--- config.mk ---
export PLATFORM = sky130hd
export DESIGN_NAME = wb_serial_master
export DESIGN_NICKNAME = d
export VERILOG_FILES = /design/src/rtl/wb_serial_master.sv
export SDC_FILE = /design/constraint.sdc
export NUM_CORES = 1
export LEC_CHECK = 0
export CAP_MARGIN = 20
export CORE_MARGIN = 2
export CORE_UTILIZATION = 45
export DETAILED_ROUTE_END_ITERATION = 10
export GPL_ROUTABILITY_DRIVEN = 1
export GPL_TIMING_DRIVEN = 0
export HOLD_SLACK_MARGIN = 0.06
export PLACE_DENSITY = 0.76
export REMOVE_ABC_BUFFERS = 1
export SLEW_MARGIN = 30
export SYNTH_ARGS = -nofsm -noshare
export SYNTH_HDL_FRONTEND = slang
export SYNTH_SLANG_ARGS = --single-unit
--- constraint.sdc ---
create_clock -name clk -period 2.3 [get_ports clk]
set_clock_uncertainty 0.2 [all_clocks]
set_input_delay 0.23 -clock clk [delete_from_list [all_inputs] [get_ports clk]]
set_output_delay 0.23 -clock clk [all_outputs]
set_load 0.01 [all_outputs]
--- src/rtl/wb_serial_master.sv ---
// Byte-stream-to-Wishbone initiator: decodes 'W'/'R' frames from the UART byte stream,
// runs one classic Wishbone cycle per frame and streams the response bytes back.
module wb_serial_master #(
  parameter int unsigned BUS_TIMEOUT = 1024,
  parameter logic [7:0]  CMD_WR      = 8'h57,
  parameter logic [7:0]  CMD_RD      = 8'h52,
  parameter logic [7:0]  RSP_OK      = 8'h06,
  parameter logic [7:0]  RSP_ERR     = 8'h15
) (
  input  logic        clk,
  input  logic        rst,
  input  logic [7:0]  rx_data,
  input  logic        rx_valid,
  output logic [7:0]  tx_data,
  output logic        tx_valid,
  input  logic        tx_ready,
  output logic        overrun,
  output logic [31:0] wb_adr_o,
  output logic [31:0] wb_dat_o,
  input  logic [31:0] wb_dat_i,
  output logic [3:0]  wb_sel_o,
  output logic        wb_we_o,
  output logic        wb_cyc_o,
  output logic        wb_stb_o,
  input  logic        wb_ack_i
);

  localparam int unsigned TMO_W = 16;
  localparam logic [TMO_W-1:0] TMO_LIMIT = TMO_W'(BUS_TIMEOUT);

  typedef enum logic [2:0] {
    S_IDLE = 3'd0,
    S_ADDR = 3'd1,
    S_DATA = 3'd2,
    S_BUS  = 3'd3,
    S_RESP = 3'd4
  } state_t;

  state_t           r_state;
  logic             r_write;
  logic [1:0]       r_cnt;
  logic [31:0]      r_adr;
  logic [31:0]      r_wdat;
  logic [31:0]      r_shift;
  logic [TMO_W-1:0] r_tmo;
  logic [1:0]       r_left;
  logic [7:0]       r_tx_data;
  logic             r_tx_valid;
  logic             r_overrun;
  logic             r_cyc;
  logic             r_we;
  logic [3:0]       r_sel;

  logic             w_last_byte;
  logic             w_bus_start;
  logic [TMO_W-1:0] w_tmo_next;

  // Fourth byte of the address (read) or data (write) field launches the bus cycle.
  assign w_last_byte = rx_valid && (r_cnt == 2'd3);
  assign w_bus_start = w_last_byte &&
                       (((r_state == S_ADDR) && !r_write) || (r_state == S_DATA));
  assign w_tmo_next  = r_tmo + TMO_W'(1);

  always_ff @(posedge clk) begin
    if (!rst) begin
      r_state    <= S_IDLE;
      r_write    <= 1'b0;
      r_cnt      <= '0;
      r_adr      <= '0;
      r_wdat     <= '0;
      r_shift    <= '0;
      r_tmo      <= '0;
      r_left     <= '0;
      r_tx_data  <= '0;
      r_tx_valid <= 1'b0;
      r_overrun  <= 1'b0;
      r_cyc      <= 1'b0;
      r_we       <= 1'b0;
      r_sel      <= '0;
    end else begin
      if (rx_valid && ((r_state == S_BUS) || (r_state == S_RESP))) begin
        r_overrun <= 1'b1;
      end

      case (r_state)
        S_IDLE: begin
          if (rx_valid && ((rx_data == CMD_WR) || (rx_data == CMD_RD))) begin
            r_write <= (rx_data == CMD_WR);
            r_cnt   <= '0;
            r_state <= S_ADDR;
          end
        end
        S_ADDR: begin
          if (rx_valid) begin
            r_adr <= {r_adr[23:0], rx_data};
            r_cnt <= r_cnt + 2'd1;
            if (r_cnt == 2'd3) begin
              r_state <= r_write ? S_DATA : S_BUS;
            end
          end
        end
        S_DATA: begin
          if (rx_valid) begin
            r_wdat <= {r_wdat[23:0], rx_data};
            r_cnt  <= r_cnt + 2'd1;
            if (r_cnt == 2'd3) begin
              r_state <= S_BUS;
            end
          end
        end
        S_BUS: begin
          // An ack on the final timeout cycle still wins over the timeout.
          if (wb_ack_i) begin
            r_cyc      <= 1'b0;
            r_we       <= 1'b0;
            r_sel      <= '0;
            r_tx_valid <= 1'b1;
            r_state    <= S_RESP;
            if (r_we) begin
              r_tx_data <= RSP_OK;
              r_left    <= 2'd0;
            end else begin
              r_tx_data <= wb_dat_i[31:24];
              r_shift   <= {wb_dat_i[23:0], 8'h00};
              r_left    <= 2'd3;
            end
          end else if (w_tmo_next == TMO_LIMIT) begin
            r_cyc      <= 1'b0;
            r_we       <= 1'b0;
            r_sel      <= '0;
            r_tx_valid <= 1'b1;
            r_tx_data  <= RSP_ERR;
            r_left     <= 2'd0;
            r_state    <= S_RESP;
          end else begin
            r_tmo <= w_tmo_next;
          end
        end
        S_RESP: begin
          // Valid drops for one cycle after each handshake before the next byte.
          if (r_tx_valid) begin
            if (tx_ready) begin
              r_tx_valid <= 1'b0;
              if (r_left == 2'd0) begin
                r_state <= S_IDLE;
              end
            end
          end else begin
            r_tx_valid <= 1'b1;
            r_tx_data  <= r_shift[31:24];
            r_shift    <= {r_shift[23:0], 8'h00};
            r_left     <= r_left - 2'd1;
          end
        end
        default: r_state <= S_IDLE;
      endcase

      if (w_bus_start) begin
        r_cyc <= 1'b1;
        r_sel <= 4'hF;
        r_we  <= r_write;
        r_tmo <= '0;
      end
    end
  end

  assign tx_data  = r_tx_data;
  assign tx_valid = r_tx_valid;
  assign overrun  = r_overrun;
  assign wb_adr_o = r_adr;
  assign wb_dat_o = r_wdat;
  assign wb_sel_o = r_sel;
  assign wb_we_o  = r_we;
  assign wb_cyc_o = r_cyc;
  assign wb_stb_o = r_cyc;

endmodule

==> impl_metrics.tcl <==
set metrics [dict create \
    status "complete, but fails checks" \
    violations "setup timing" \
    setup_viol 30 \
    clock-root-buffer "clkbuf_16" \
    layout_min_cycle_time_ns 2.62 \
    cts_tree "done" \
    drv_slew 0 \
    ff2ff_path_depth 8 \
    slowest_stage "dfxtp_4" \
    crit_path_max_fanout 10 \
    diodes 0 \
    num_io_pins 126 \
    start_kind "register" \
    rows 40 \
    whs_path_depth 2 \
    ant_nets 0 \
    max_slew.worst_pin.slew_ns 0.587 \
    die_w_um 115 \
    instances_no_fill 1013 \
    worst_setup_path_end_kind "register" \
    grt_setup_unrepaired "true" \
    use_met3 0.0659 \
    path_buf_inv 2 \
    grt_usage 0.248 \
    rrSetupSlack_ns -0.32 \
    cp_cell_sequence "and4_1, and4_1, o2111ai_2, a2111oi_4, buf_6, a31oi_4, buf_12, o221a_1" \
    grt_pass1_vias 5495 \
    rr_startpoint "r_tmo[1]" \
    syn_to_final_growth_pct 47.1 \
    grt-ovfl-total 0 \
    fin_setup_tns_ns -5.96 \
    clockBufferDepth 2 \
    max_cap_viol_count 0 \
    synth-main-ff-cell "dfxtp_1" \
    post-place-ws_ns -1.11 \
    globalRouteMet2Util 0.419 \
    p_per_area_nw_per_um2 703 \
    grt_max_degree 70 \
    drtIter0Drc 926 \
    first_pass_iters 6 \
    gp_congestion 0.852 \
    core_area_um2 12000 \
    finalPower_mw 5.71 \
    yosysSeqAreaShare 0.449 \
    wl_per_cell_um 17.4 \
    cp.arrival_ns 2.73 \
    grt_pass1_wl_um 26100 \
    start_util 0.460 \
    synth_area_um2 5520 \
    slowest_delay_ns 0.39 \
    critical_path_required_ns 2.40 \
    min_to "wb_sel_o[2]" \
    cts_buffers 17 \
    drcViolationCount 0 \
    cts_sinks 124 \
    cts_htree_levels 4 \
    hpwl_um 9000 \
    leakagePower_nw 2.83 \
    drive_above_1_share 0.173 \
    gr-usage-met1 0.298 \
    yosysUniqueCellTypes 50 \
    antenna_found_initial 0 \
    ys_seq_elements 124 \
    fmax_mhz 381 \
    cp_top_family "compound AO/OA/AOI/OAI gates" \
    fin_nets 905 \
    synth_area_per_cell_um2 7.77 \
    r2r-end "r_left[0]" \
    fin_util 0.676 \
    slew_headroom 0.608 \
    holdCritStartpoint "rst" \
    final-hold-violation-count 0 \
    path_clk_slew_ns 0.06 \
    routed_wl_um 17700 \
    busiest_layer "met2" \
    min_path_type "in -> reg" \
    vias 5945 \
    synth_edf_count 0 \
    async_reset_ff_frac 0 \
    ys_warn_count 0 \
    post-place-cells 932 \
    path_common_cell "and4_1" \
    die-height_um 115 \
    port_buffers 125 \
    syn_inst 711 \
    insertion_delay_ns 0.42 \
    via_per_inst 5.87 \
    fin_crit_sh 1.14 \
    dieArea_um2 13200 \
    irDropWorstVdd_mv 0.479 \
    path_class "reg -> reg" \
    setup_ws_ns -0.323 \
]
[timing repair]
item                       CTS  global route
setup endpoints to repair   56            57
pin swaps                   11             9
hold buffers                 0             0
gates cloned                 3             2
gates resized for setup     63            28
setup buffers               35            13
[cell type report]
type	count	area, um^2
tap	147	184
multi-input combinational	525	3090
timing repair buffer	180	1730
inverter	8	32.5
sequential	124	2540
clock inverter	8	95.1
fill	917	3890
clock buffer	21	460
[worst max path at each step]
stage	from	to	slack, ns	depth (start not counted)
3_3_place_gp	rst	r_tmo[2]	-2.90	5
2_1_floorplan	r_state[2]	r_shift[10]	-1.09	4
3_5_place_dp	r_tmo[4]	r_left[0]	-1.11	6
6_report	r_tmo[1]	r_left[0]	-0.32	8
4_1_cts	r_tmo[7]	tx_data[1]	-0.09	7
5_1_grt	r_tmo[1]	r_left[0]	-0.33	8
[routing by layer]
| metal | vias up | share of wire |
|---|---|---|
| li1 | 2737 | - |
| met2 | 359 | 0.47 |
| met1 | 2759 | 0.40 |
| met5 | - | 0 |
| met4 | 0 | 0.043 |
| met3 | 90 | 0.084 |
[cells by family (layout without fill, tap and decap cells)]
family,Yosys count,in the layout,synth area share
buffers and inverters,67,217,0.0528
muxes,18,18,0.0326
and+or+nand+nor,331,333,0.259
adders and majority gates,4,4,0.00906
AOI/OAI and AO/OA,162,165,0.189
xor gates and xnor gates,5,5,0.00793
DFF,124,124,0.449
[stage by stage]
step	hold WS, ns	instance area [um^2]
after floorplan	0.147	5260
after global placement	0.239	6700
after detailed placement	0.244	6840
after CTS	0.175	7900
after global routing	0.129	8120
final	0.117	8120
[power breakdown]
group / switching (mW) / leakage (nW) / internal, mW
clock: 0.928 / 0.270 / 1.62
combinational: 0.484 / 1.55 / 0.328
sequential: 0.127 / 1.01 / 2.22
[cell usage in the layout (no fill, tap or decap), drive strengths merged, types with 8 or more instances in the layout]
cell           instances
inv                    8
a21oi                 86
nand2                226
clkbuf                21
clkdlybuf4s50        123
nand2b                13
dfxtp                124
buf                   56
a211oi                 8
nor2                  29
nand4                 10
mux2i                 18
o21ai                 15
nand3                 22
a311oi                17
[flip-flops by register name (all words and copies together) (netlist names)]
| register | count |
|---|---|
| wb_adr_o | 32 |
| wb_dat_o | 32 |
| r_shift | 24 |
| r_tmo | 16 |
| tx_data | 8 |
| r_state | 3 |
| r_cnt | 2 |
| r_left | 2 |
| overrun | 1 |
| r_write | 1 |
| tx_valid | 1 |
| wb_sel_o | 1 |
| wb_we_o | 1 |
[synthesized netlist by cell type (all sizes together), types with 6 or more instances]
master | number | area, um^2
nand2 | 226 | 848
dfxtp | 124 | 2480
a21oi | 86 | 430
clkbuf | 40 | 150
nor2 | 29 | 109
nand3 | 22 | 110
buf | 19 | 111
mux2i | 18 | 180
a311oi | 17 | 149
o21ai | 15 | 75.1
nand2b | 13 | 81.3
nand4 | 10 | 62.6
a211oi | 8 | 60.1
inv | 8 | 30.0
a2111o | 7 | 78.8
a31oi | 6 | 37.5
Power figures use the tool's default switching activity.
